==> config.mk <==
export PLATFORM = sky130hd
export DESIGN_NAME = demorgan_sweep
export DESIGN_NICKNAME = d
export VERILOG_FILES = /design/src/rtl/demorgan_sweep.sv
export SDC_FILE = /design/constraint.sdc
export NUM_CORES = 1
export LEC_CHECK = 0
export CORE_MARGIN = 2
export CORE_UTILIZATION = 44
export CTS_CLUSTER_DIAMETER = 150
export CTS_CLUSTER_SIZE = 12
export DETAILED_ROUTE_END_ITERATION = 10
export PLACE_DENSITY = 0.81
export SLEW_MARGIN = 10
export SYNTH_ARGS = -nofsm -noshare
export SYNTH_HDL_FRONTEND = slang
export SYNTH_SLANG_ARGS = --single-unit
export TNS_END_PERCENT = 20
==> constraint.sdc <==
create_clock -name clk -period 3.58 [get_ports clk]
set_input_delay 0.716 -clock clk [delete_from_list [all_inputs] [get_ports clk]]
set_output_delay 0.716 -clock clk [all_outputs]
set_load 0.01 [all_outputs]
==> src/rtl/demorgan_sweep.sv <==
// Sweeps every N_INPUTS-bit vector and checks direct AND/NAND/OR/NOR against their De Morgan duals.
// One row per vector every SETTLE_CYCLES+1 cycles; start is ignored unless idle.
module demorgan_sweep #(
  parameter int N_INPUTS      = 2,
  parameter int SETTLE_CYCLES = 1
) (
  input  logic                clk,
  input  logic                reset,
  input  logic                start,
  input  logic [3:0]          fault_mask,
  input  logic [N_INPUTS-1:0] fault_vec,
  output logic                busy,
  output logic                row_valid,
  output logic [N_INPUTS-1:0] vec,
  output logic                and_o,
  output logic                nand_o,
  output logic                or_o,
  output logic                nor_o,
  output logic                row_mismatch,
  output logic [N_INPUTS:0]   mismatch_count,
  output logic [N_INPUTS-1:0] first_fail_vec,
  output logic                done,
  output logic                pass
);

  localparam int CW = (SETTLE_CYCLES > 1) ? $clog2(SETTLE_CYCLES) : 1;
  localparam logic [CW-1:0] SETTLE_LAST = CW'(SETTLE_CYCLES - 1);

  typedef enum logic [1:0] {IDLE, SETTLE, CHECK, DONE} state_t;

  state_t              state_q, state_d;
  logic [N_INPUTS-1:0] vec_q, vec_d;
  logic [CW-1:0]       settle_q, settle_d;
  logic [N_INPUTS:0]   count_q, count_d;
  logic [N_INPUTS-1:0] first_fail_q, first_fail_d;
  logic                pass_q, pass_d;

  logic [3:0] direct_forms, dual_forms, fault_xor;
  logic       mismatch;

  assign and_o  = &vec_q;
  assign nand_o = ~&vec_q;
  assign or_o   = |vec_q;
  assign nor_o  = ~|vec_q;

  // Bit order {nor, or, nand, and} matches fault_mask.
  assign direct_forms = {nor_o, or_o, nand_o, and_o};
  assign fault_xor    = (vec_q == fault_vec) ? fault_mask : 4'b0000;
  assign dual_forms   = {&(~vec_q), ~&(~vec_q), |(~vec_q), ~|(~vec_q)} ^ fault_xor;
  assign mismatch     = (dual_forms != direct_forms);

  always_comb begin
    state_d      = state_q;
    vec_d        = vec_q;
    settle_d     = settle_q;
    count_d      = count_q;
    first_fail_d = first_fail_q;
    pass_d       = pass_q;
    case (state_q)
      IDLE: begin
        if (start) begin
          state_d      = SETTLE;
          vec_d        = '0;
          settle_d     = '0;
          count_d      = '0;
          first_fail_d = '0;
          pass_d       = 1'b0;
        end
      end
      SETTLE: begin
        if (settle_q == SETTLE_LAST) state_d = CHECK;
        else                         settle_d = settle_q + CW'(1);
      end
      CHECK: begin
        if (mismatch) begin
          count_d = count_q + (N_INPUTS+1)'(1);
          if (count_q == '0) first_fail_d = vec_q;
        end
        // All-ones is the last row; vec never wraps.
        if (&vec_q) begin
          state_d = DONE;
        end else begin
          vec_d    = vec_q + N_INPUTS'(1);
          settle_d = '0;
          state_d  = SETTLE;
        end
      end
      DONE: begin
        pass_d  = (count_q == '0);
        state_d = IDLE;
      end
      default: state_d = IDLE;
    endcase
  end

  always_ff @(posedge clk or posedge reset) begin
    if (reset) begin
      state_q      <= IDLE;
      vec_q        <= '0;
      settle_q     <= '0;
      count_q      <= '0;
      first_fail_q <= '0;
      pass_q       <= 1'b0;
    end else begin
      state_q      <= state_d;
      vec_q        <= vec_d;
      settle_q     <= settle_d;
      count_q      <= count_d;
      first_fail_q <= first_fail_d;
      pass_q       <= pass_d;
    end
  end

  assign busy           = (state_q == SETTLE) || (state_q == CHECK);
  assign row_valid      = (state_q == CHECK);
  assign done           = (state_q == DONE);
  assign row_mismatch   = row_valid && mismatch;
  assign vec            = vec_q;
  assign mismatch_count = count_q;
  assign first_fail_vec = first_fail_q;
  assign pass           = pass_q;

endmodule
==> key figures, run 1 <==
Route
  – Drt total wl: approximately 1400 um
  – ANT nets after route: 0
  – Wire per inst: around 13 um
  – Drt pass-1 iters: 4
  – Via-to-Cell Ratio: between 5 and 6
  – DRC: 0
  – 1st-iter DRT viols: 13
  – Detailed-route via count: between 500 and 600

STA
  – Period minus WS final: roughly 3100 ps
  – Fin crit share: 0.8531
  – Unrepaired setup endpoints after global routing: false
  – Hold slack: 498.5 ps
  – Final max-slew violation count: 0
  – Final WS setup: around 530 ps
  – TNS Setup: 0 ps
  – Fmax: 327.4 MHz
  – Slew headroom: 0.6753
  – Worst Tran Pin Value: between 400 and 500 ps
  – Fin. Hold Viols: 0
  – Worst clock skew: 1.399 ps
  – Final setup viols: 0

Cells and area
  – Register area: between 200 and 300 um2
  – Most frequent cells in the layout: clkdlybuf4s50_1, inv_1, dfrtp_1, ha_1, nand2_1
  – Fraction of layout cells with a size suffix above 1: 0.05376
  – Layout net count: 110
  – Fillcell total: slightly above 100
  – Util after Layout: 0.6962
  – P&R area growth vs syn: 46.56%
  – Most common cell after layout, fill and taps aside: clkdlybuf4s50_1
  – # diodes: 0
  – Multi-input logic area: around 320 um2

Floorplanning
  – Die Height: 41.48 um
  – Core footprint: between 1000 and 1500 um2
  – Die ar.: approximately 1700 um2
  – IO Count: 25
  – Site Rows: 13
  – Initial core utilization: 0.4750
  – Die X-Extent: just over 40 um

Setup path
  – RR Startpoint: state_q[0]$_DFFE_PP0P_
  – Reg2Reg Depth: 6
  – Worst setup EP type: output port
  – Crit path DAT: 2340 ps
  – R2R Setup Slk: between 1500 and 2000 ps
  – CP required: 2860 ps
  – Critical Path Source Type: input pin
  – Setup crit end: row_mismatch
  – Kind of critical path: in -> out
  – CP Max Fanout: 5
  – Reg2Reg Capture Point: first_fail_vec[1]$_DFFE_PP0P_
  – Critical Path Start: fault_vec[0]

CTS
  – CTS Hold Bufs: 0
  – CTS Buffer Depth: 2
  – Clock tree root buffer cell: clkbuf_4
  – Count of cells resized by post-cts repair: 0
  – Clock buffer count from CTS: 3
  – Latest clock arrival within the worst-skew pair: 270 ps
  – Sink Count: 10
  – H-tree Lvls: 1
  – TritonCTS clock tree: yes
  – Setup Buffers After CTS: 0
  – Clock Pin Slew Worst Setup and Hold Paths: around 70 ps

Yosys
  – Top post-synthesis cells by area: dfrtp_1, ha_1, inv_1, a32o_1, nand2_1
  – Yosys top cell area share: 0.4049
  – Yosys cell types: 22
  – Post-Synth Adder-Cell Area: 0.1417
  – Mapped Area: 618.1 um2
  – Area leader, netlist: dfrtp_1
  – Mapped Nets: 83
  – Syn Area/Cell: 9.225 um2
  – Yosys warnings: 0
  – #FFs+latches synth: 10
  – Largest family of logic cells by synthesized area: compound AO/OA/AOI/OAI gates
  – Mux share of post-synthesis cell area: 0.01619
  – Post-Syn Instances: 67
  – Register area share after synthesis: 0.4049
  – Synth Area in Compound Gates: 0.1943
  – Post-synthesis simple-gate area fraction: 0.1417
  – Synth Area in XOR/XNOR: 0.02834

Placement
  – Routability cong.: just under 0.8
  – Place WS: about 520 ps
  – I/O Buffers: 24
  – Post-DP HPWL: between 1000 and 1500 um

Worst hold path
  – Worst hold-check path type: reg -> reg
  – Hold_sp: first_fail_vec[1]$_DFFE_PP0P_

Global routing
  – Global-route wire length before repair: ~2300 um
  – Vias in the first global route: roughly 510
  – Largest net degree at the start of global routing: 13
  – Gr usage total: 0.1709
  – GRT overflow: 0
  – Initial antenna violation count: 0

Pwr
  – VDD IR-drop max: ~0.00053 V
  – Cell Pwr Density: a little over 800 nW/um2
  – Static Leak: 0.4063 nW
  – Pwr Total: 0.0007407 W

Run status
  – Status: completed

Flow run
  – Max-cap violations: 0
metal layers:
layer  up-vias  global-route usage  part of all wire  routed length [um]
li1        282                   -                 -                   -
met1       259              0.2006              0.42                 581
met2        22              0.2906              0.50                 693
met3         4             0.04348             0.065                  90
met4         0             0.07742             0.016                  22
met5         -                   0                 0                   0
worst max-delay path, cell delays in order:
cell,delay [ps]
clkdlybuf4s50_1,420
xor2_1,160
or3_4,410
nor2_1,100
clkdlybuf4s50_1,540
area by class of cell:
type / instances / share of cell area
multi-input cells: 45 / 0.3564
repair buffers: 24 / 0.2652
clock buffers: 4 / 0.04006
well taps: 15 / 0.02072
inverters: 10 / 0.04144
flip-flops and latches: 10 / 0.2762
flip-flops by register name, summed over array words and instances (netlist names):
| name | count |
|---|---|
| first_fail_vec | 2 |
| state_q | 2 |
| vec | 2 |
| pass | 1 |
| mismatch_count | 3 |
per-stage QoR:
step / area, um2 / cells
after detailed placement: 869.6 / 104
final: 905.9 / 108
after CTS: 905.9 / 108
after global routing: 905.9 / 108
after global placement: 869.6 / 104
after floorplan: 618.1 / 67
Yosys cell counts (all sizes together):
| master | n |
|---|---|
| a21oi | 3 |
| o22a | 1 |
| nand2 | 6 |
| a22o | 1 |
| ha | 7 |
| nor2 | 5 |
| nor4 | 1 |
| clkbuf | 2 |
| a41oi | 1 |
| dfrtp | 10 |
| nand2b | 2 |
| or3 | 1 |
| o21ai | 4 |
| inv | 10 |
| nor2b | 1 |
| mux2i | 1 |
| a211o | 1 |
| a32o | 3 |
| o21bai | 1 |
| xor2 | 2 |
| nor3 | 2 |
| a31oi | 2 |
worst min path at each step:
stage	endpoint	slack, ps	depth (start not counted)
3_3_place_gp	first_fail_vec[0]$_DFFE_PP0P_	490	1
4_1_cts	first_fail_vec[1]$_DFFE_PP0P_	500	1
2_1_floorplan	state_q[1]$_DFFE_PP0P_	500	1
3_5_place_dp	first_fail_vec[1]$_DFFE_PP0P_	490	1
5_1_grt	first_fail_vec[1]$_DFFE_PP0P_	510	1
6_report	first_fail_vec[1]$_DFFE_PP0P_	500	1
report_power, final:
group          switching [W]  internal (W)  total (W)
combinational       0.000213      0.000224   0.000438
sequential         0.0000447      0.000154   0.000199
clock              0.0000425     0.0000618   0.000104
total               0.000300      0.000440   0.000741
cell families after synthesis:
family | after synthesis
AND/OR/NAND/NOR | 18
AO/OA/AOI/OAI | 17
buffers and inverters | 12
flip-flops | 10
adder cells (fa/ha/maj) | 7
XOR/XNOR | 2
multiplexers | 1
Note: power is estimated with default switching activity, not from simulation.
==> run 2, diff against run 1 <==
--- a/config.mk
+++ b/config.mk
@@ -5,13 +5,14 @@
 export SDC_FILE = /design/constraint.sdc
 export NUM_CORES = 1
 export LEC_CHECK = 0
+export ABC_AREA = 1
 export CORE_MARGIN = 2
-export CORE_UTILIZATION = 44
+export CORE_UTILIZATION = 45
 export CTS_CLUSTER_DIAMETER = 150
 export CTS_CLUSTER_SIZE = 12
 export DETAILED_ROUTE_END_ITERATION = 10
-export PLACE_DENSITY = 0.81
-export SLEW_MARGIN = 10
+export PLACE_DENSITY = 0.8
+export SLEW_MARGIN = 20
 export SYNTH_ARGS = -nofsm -noshare
 export SYNTH_HDL_FRONTEND = slang
 export SYNTH_SLANG_ARGS = --single-unit
==> run 2 against run 1 <==
Design area is 7.9% higher. Register-to-register slack improved by 150 ps. Global-route usage up 1.7 points. Critical path depth rose by 2. Critical path type is now reg -> out.
==> key figures, run 2 <==
Yosys
  – Post-Syn Instances: 87 (was 67)
  – Syn Area/Cell: 8.068 um2 (was 9.225 um2)
  – Yosys top cell area share: 0.3565 (was 0.4049)
  – Yosys cell types: 18 (was 22)
  – Area leader, netlist: dfrtp_1 (unchanged)
  – Most instantiated library cell after synthesis: inv_1
  – Post-synth EDFFs: 0 (unchanged)
  – Register area share after synthesis: 0.3565 (was 0.4049)
  – Yosys warnings: 0 (unchanged)
  – Most used DFF post-synth: dfrtp_1 (unchanged)
  – Mapped Area: 701.9 um2 (was 618.1 um2)
  – Mapped Nets: 103 (was 83)
  – Most frequent cells after synthesis: inv_1, nand2_1, dfrtp_1 (was dfrtp_1, inv_1, ha_1)
  – Asr flop ratio synth: 1.000 (unchanged)
  – Top post-synthesis cells by area: dfrtp_1, ha_1, inv_1, nand2_1, nand3_1 (was dfrtp_1, ha_1, inv_1, a32o_1, nand2_1)
  – #FFs+latches synth: 10 (unchanged)

STA
  – Final max-slew violation count: 0 (unchanged)
  – Worst Tran Pin Value: 406.2 ps (was 482.0 ps)
  – Hold slack: 513.4 ps (was 498.5 ps)
  – Fmax: 348.9 MHz (was 327.4 MHz)
  – TNS Setup: 0 ps (unchanged)
  – Worst clock skew: 5.732 ps (was 1.399 ps)
  – Period minus WS final: 2866 ps (was 3054 ps)
  – Unrepaired setup endpoints after global routing: false (unchanged)
  – Slew headroom: 0.7292 (was 0.6753)
  – Fin. Hold Viols: 0 (unchanged)
  – Fin crit share: 0.8006 (was 0.8531)
  – Final setup viols: 0 (unchanged)

Setup path
  – Kind of critical path: reg -> out (was in -> out)
  – Reg2Reg Capture Point: mismatch_count[2]$_DFFE_PP0P_ (was first_fail_vec[1]$_DFFE_PP0P_)
  – Critical path depth: 7 (was 5)
  – CP peak stage delay: 530 ps (was 540 ps)
  – RR Startpoint: state_q[0]$_DFFE_PP0P_ (unchanged)
  – Slowest-stage cell, CP: clkdlybuf4s50_1 (unchanged)
  – CP Max Fanout: 12 (was 5)
  – Critical Path Source Type: flip-flop (was input pin)
  – Worst setup EP type: output port (unchanged)
  – Crit path DAT: 2150 ps (was 2340 ps)
  – CP required: 2860 ps (about the same)
  – Cell family with most CP delay: buffers and inverters (unchanged)
  – Buf/Inv on CP: 3 (was 2)
  – Reg2Reg Depth: 9 (was 6)
  – R2R Setup Slk: 1780 ps (was 1630 ps)
  – Critical path cell sequence: inv_1 -> ha_1 -> inv_2 -> a21oi_4 -> nand2_2 -> nor2_1 -> clkdlybuf4s50_1 (was clkdlybuf4s50_1 -> xor2_1 -> or3_4 -> nor2_1 -> clkdlybuf4s50_1)

Pwr
  – Static Leak: 0.4837 nW (was 0.4063 nW)
  – Cell Pwr Density: 737.0 nW/um2 (was 817.7 nW/um2)
  – Pwr Total: 0.0007202 W (was 0.0007407 W)
  – VDD IR-drop max: 0.0005146 V (was 0.0005341 V)

Cells and area
  – Most frequent cells in the layout: clkdlybuf4s50_1, inv_1, nand2_1, dfrtp_1 (was clkdlybuf4s50_1, inv_1, dfrtp_1, ha_1, nand2_1)
  – # diodes: 0 (unchanged)
  – Util after Layout: 0.6563 (was 0.6962)
  – Most common cell after layout, fill and taps aside: clkdlybuf4s50_1 (unchanged)
  – Max reg flops: 3 (unchanged)
  – Layout net count: 131 (was 110)
  – Fillcell total: 122 (was 102)
  – P&R area growth vs syn: 39.22% (was 46.56%)
  – Fraction of layout cells with a size suffix above 1: 0.1504 (was 0.05376)

Floorplanning
  – Site Rows: 14 (was 13)
  – Die Height: 43.50 um (was 41.48 um)
  – Die ar.: 1892 um2 (was 1721 um2)
  – Die X-Extent: 43.50 um (was 41.48 um)
  – IO Count: 25 (unchanged)
  – Initial core utilization: 0.4714 (was 0.4750)
  – Core footprint: 1489 um2 (was 1301 um2)

CTS
  – Sink Count: 10 (unchanged)
  – Clock buffer count from CTS: 3 (unchanged)
  – Clock Pin Slew Worst Setup and Hold Paths: 70 ps (about the same)
  – Clock tree root buffer cell: clkbuf_4 (unchanged)
  – CTS Buffer Depth: 2 (unchanged)
  – Count of cells resized by post-cts repair: 0 (unchanged)
  – Setup Buffers After CTS: 0 (unchanged)
  – TritonCTS clock tree: yes (unchanged)
  – H-tree Lvls: 1 (unchanged)
  – Latest clock arrival within the worst-skew pair: 270 ps (about the same)
  – CTS Hold Bufs: 0 (unchanged)

Global routing
  – Global-route wire length before repair: 2539 um (was 2283 um)
  – Vias in the first global route: 613 (was 509)
  – Gr usage total: 0.1876 (was 0.1709)
  – Initial antenna violation count: 0 (unchanged)
  – Largest net degree at the start of global routing: 13 (unchanged)
  – GRT overflow: 0 (unchanged)

Flow run
  – Max-cap violations: 0 (unchanged)

Worst hold path
  – Worst hold-check path type: reg -> reg (unchanged)
  – WHS Endpoint: first_fail_vec[0]$_DFFE_PP0P_ (was first_fail_vec[1]$_DFFE_PP0P_)
  – Hold_sp: first_fail_vec[0]$_DFFE_PP0P_ (was first_fail_vec[1]$_DFFE_PP0P_)
  – Worst Hold Depth: 2 (was 1)

Route
  – Drt pass-1 iters: 4 (unchanged)
  – Wire per inst: 11.76 um (was 12.84 um)
  – ANT nets after route: 0 (unchanged)
  – Detailed-route via count: 628 (was 567)
  – 1st-iter DRT viols: 4 (was 13)
  – Drt total wl: 1517 um (was 1387 um)
  – Via-to-Cell Ratio: 4.868 (was 5.250)
  – DRC: 0 (unchanged)

Placement
  – I/O Buffers: 24 (unchanged)
  – Routability cong.: 0.7199 (was 0.7943)
  – Post-DP HPWL: 1203 um (was 1097 um)

Run status
  – Status: completed (unchanged)
[run 2: cells by family (layout without fill, tap and decap cells)]
| logic type | after synthesis | in the layout | synth area share |
|---|---|---|---|
| buffers and inverters | 20 | 46 | 0.1123 |
| and+or+nand+nor | 37 | 37 | 0.2513 |
| AOI/OAI and AO/OA | 13 | 13 | 0.1551 |
| DFF | 10 | 10 | 0.3565 |
| adders and majority gates | 7 | 7 | 0.1248 |
[run 2: tightest hold or removal path, stage by stage (launching register included)]
cell and delay, ps:
dfrtp_1 350, nand3_1 70, nand2_1 60
[run 2: worst max path at each step]
stage,slack (ps),start,endpoint
2_1_floorplan,1730,state_q[0]$_DFFE_PP0P_,row_mismatch
3_3_place_gp,780,fault_vec[1],row_mismatch
3_5_place_dp,760,fault_vec[1],row_mismatch
4_1_cts,700,state_q[0]$_DFFE_PP0P_,row_mismatch
5_1_grt,580,state_q[0]$_DFFE_PP0P_,row_mismatch
6_report,710,state_q[0]$_DFFE_PP0P_,row_mismatch
[run 2: cell type report]
type / count / area [um2] / area share
multi-input combinational: 57 / 372.9 / 0.3816
sequential: 10 / 250.2 / 0.2561
inverter: 19 / 71.32 / 0.07298
tap: 16 / 20.02 / 0.02049
timing repair buffer: 24 / 240.2 / 0.2458
clock buffer: 3 / 22.52 / 0.02305
[run 2: per-stage QoR]
stage	instance area [um2]	cells	setup WS (ps)
final	977.2	129	713.9
after global routing	977.2	129	579.1
after CTS	977.2	129	697.5
after detailed placement	954.7	126	757.9
after global placement	954.7	126	775.4
after floorplan	701.9	87	1729
[run 2: power breakdown]
| group | switching [W] | internal [W] |
|---|---|---|
| Clock | 0.0000399 | 0.0000389 |
| Sequential | 0.0000331 | 0.000149 |
| Combinational | 0.000249 | 0.000211 |
| Total | 0.000322 | 0.000398 |
[run 2: routing by layer]
layer | share of wire | track usage | vias to the layer above
met5 | 0 | 0 | -
met4 | 0.020 | 0.1212 | 0
met3 | 0.052 | 0.05417 | 4
met2 | 0.48 | 0.3045 | 18
met1 | 0.44 | 0.2147 | 278
li1 | - | - | 328
==> run 3, diff against run 2 <==
--- a/config.mk
+++ b/config.mk
@@ -7,11 +7,11 @@
 export LEC_CHECK = 0
 export ABC_AREA = 1
 export CORE_MARGIN = 2
-export CORE_UTILIZATION = 45
+export CORE_UTILIZATION = 39
 export CTS_CLUSTER_DIAMETER = 150
 export CTS_CLUSTER_SIZE = 12
 export DETAILED_ROUTE_END_ITERATION = 10
-export PLACE_DENSITY = 0.8
+export PLACE_DENSITY = 0.74
 export SLEW_MARGIN = 20
 export SYNTH_ARGS = -nofsm -noshare
 export SYNTH_HDL_FRONTEND = slang
==> constraint.sdc (replaced) <==
create_clock -name clk -period 2.3 [get_ports clk]
set_input_delay 0.46 -clock clk [delete_from_list [all_inputs] [get_ports clk]]
set_output_delay 0.46 -clock clk [all_outputs]
set_load 0.01 [all_outputs]
==> run 3 against run 2 <==
Power increased by 62%. Die area up 14%. Routed wire length down 5.7%. Via count increased by 2.9%. Critical endpoint is now row_valid. Largest power group unchanged.
==> key figures, run 3 (synthesis gave the netlist of run 2 again) <==
CTS
  – Sink Count: 10 (unchanged)
  – Latest clock arrival within the worst-skew pair: 270 ps (about the same)
  – CTS Hold Bufs: 0 (unchanged)
  – Setup Buffers After CTS: 0 (unchanged)
  – Clock Pin Slew Worst Setup and Hold Paths: 70 ps (about the same)
  – H-tree Lvls: 1 (unchanged)
  – Count of cells resized by post-cts repair: 0 (unchanged)
  – Clock tree root buffer cell: clkbuf_4 (unchanged)
  – CTS Buffer Depth: 2 (unchanged)
  – TritonCTS clock tree: yes (unchanged)
  – Clock buffer count from CTS: 3 (unchanged)

STA
  – Fmax: 468.5 MHz
  – Period minus WS final: 2135 ps
  – TNS Setup: 0 ps (unchanged)
  – Final setup viols: 0 (unchanged)
  – Fin crit share: 0.9281
  – Worst clock skew: 4.717 ps (was 5.732 ps)
  – Worst Tran Pin Value: 385.6 ps (was 406.2 ps)
  – Unrepaired setup endpoints after global routing: false (unchanged)
  – Final max-slew violation count: 0 (unchanged)
  – Slew headroom: 0.7426 (was 0.7292)
  – Fin. Hold Viols: 0 (unchanged)

Placement
  – Post-DP HPWL: 1171 um (was 1203 um)
  – Routability cong.: 0.7582 (was 0.7199)
  – I/O Buffers: 24 (unchanged)

Pwr
  – Logic gate share of total power: 0.621 (was 0.638)
  – Static Leak: 0.5231 nW (was 0.4837 nW)
  – Cell Pwr Density: 1136 nW/um2 (was 737.0 nW/um2)
  – Clock power frac: 0.137 (was 0.109)
  – Reg power frac: 0.242 (was 0.252)
  – VDD IR-drop max: 0.0007546 V (was 0.0005146 V)
  – Psw: 0.0004923 W (was 0.0003218 W)
  – Cell Int Power: 0.0006742 W (was 0.0003984 W)
  – Switching share of power: 0.4220 (was 0.4468)

Floorplanning
  – Site Rows: 15 (was 14)
  – Initial core utilization: 0.4110 (was 0.4714)
  – IO Count: 25 (unchanged)
  – Die X-Extent: 46.43 um (was 43.50 um)
  – Core footprint: 1708 um2 (was 1489 um2)
  – Die ar.: 2155 um2 (was 1892 um2)
  – Die Height: 46.43 um (was 43.50 um)

Global routing
  – Gr usage total: 0.1590 (was 0.1876)
  – GRT overflow: 0 (unchanged)
  – Largest net degree at the start of global routing: 12 (was 13)
  – Global-route wire length before repair: 2387 um (was 2539 um)
  – Initial antenna violation count: 0 (unchanged)
  – Vias in the first global route: 575 (was 613)

Cells and area
  – Layout net count: 134 (was 131)
  – Fillcell total: 156 (was 122)
  – Most frequent cells in the layout: clkdlybuf4s50_1, inv_1, nand2_1, dfrtp_1 (unchanged)
  – Max reg flops: 3 (unchanged)
  – Multi-input logic area: 372.9 um2 (unchanged)
  – # diodes: 0 (unchanged)
  – Util after Layout: 0.6015 (was 0.6563)
  – Fraction of layout cells with a size suffix above 1: 0.1795 (was 0.1504)
  – Most common cell after layout, fill and taps aside: clkdlybuf4s50_1 (unchanged)
  – P&R area growth vs syn: 46.35% (was 39.22%)
  – Register area: 250.2 um2 (unchanged)

Worst hold path
  – Worst hold-check path type: in -> async (was reg -> reg)

Setup path
  – Critical Path Source Type: flip-flop (unchanged)
  – CP required: 1840 ps (was 2860 ps)
  – Worst setup EP type: output port (unchanged)
  – Crit path DAT: 1670 ps (was 2150 ps)
  – Kind of critical path: reg -> out (unchanged)
  – CP Max Fanout: 11 (was 12)

Run status
  – Status: completed (unchanged)

Route
  – Drt pass-1 iters: 4 (unchanged)
  – Via-to-Cell Ratio: 4.549 (was 4.868)
  – 1st-iter DRT viols: 9 (was 4)
  – Detailed-route via count: 646 (was 628)
  – ANT nets after route: 0 (unchanged)
  – Wire per inst: 10.08 um (was 11.76 um)
  – Drt total wl: 1431 um (was 1517 um)
  – DRC: 0 (unchanged)

Flow run
  – Max-cap violations: 0 (unchanged)
[run 3: cell types whose count changed in the layout (fill, tap and decap cells not counted), sizes merged]
cell,previous run,this run
buf,0,3
clkbuf,3,4
clkdlybuf4s50,24,23
dlymetal6s2s,0,1
[run 3: cell type report]
cell class | count | area share
clock buffer | 4 | 0.03532
inverter | 19 | 0.06943
multi-input combinational | 57 | 0.3630
sequential | 10 | 0.2436
tap | 25 | 0.03045
timing repair buffer | 27 | 0.2582
[run 3: final timing paths]
path	startpoint	to	slack [ps]	cells after the start
max	state_q[0]$_DFFE_PP0P_	row_valid	170	4
min	reset	mismatch_count[1]$_DFFE_PP0P_	470	2
max reg2reg	state_q[0]$_DFFE_PP0P_	mismatch_count[0]$_DFFE_PP0P_	720	10
min reg2reg	pass$_DFFE_PP0P_	pass$_DFFE_PP0P_	520	2
max in group asynchronous	reset	vec[0]$_DFFE_PP0P_	1560	2
min in group clk	pass$_DFFE_PP0P_	pass$_DFFE_PP0P_	520	2
[run 3: power groups by stage]
stage	sequential [W]	combinational [W]	clock [W]
floorplan	0.000296	0.000427	0
global placement	0.000285	0.000719	0
detailed placement	0.000288	0.000727	0
CTS	0.000284	0.000731	0.000165
global route	0.000291	0.000812	0.000172
finish	0.000282	0.000725	0.000160
[run 3: critical path: stages (launching register included)]
cell and delay (ps):
dfrtp_1 400, inv_1 100, ha_1 180, buf_4 180
clkdlybuf4s50_1 550
[run 3: metrics by stage]
stage	hold WS, ps	worst slack, ps	cells	instance area [um2]	power, W
6_report	465.1	165.3	142	1027	0.001167
5_1_grt	507.3	84.73	142	1027	0.001275
4_1_cts	481.3	1.772	142	1025	0.001180
3_5_place_dp	498.8	14.65	138	988.4	0.001014
3_3_place_gp	498.5	40.46	138	988.4	0.001004
2_1_floorplan	300.2	704.8	87	701.9	0.0007223
[run 3: metal layers]
| layer | track usage | share of wire | vias to the layer above | routed length [um] |
|---|---|---|---|---|
| met1 | 0.2126 | 0.45 | 288 | 647 |
| met4 | 0.08571 | 0.019 | 0 | 27 |
| met2 | 0.2417 | 0.48 | 18 | 681 |
| li1 | - | - | 336 | - |
| met5 | 0 | 0 | - | 0 |
| met3 | 0.02745 | 0.052 | 4 | 75 |
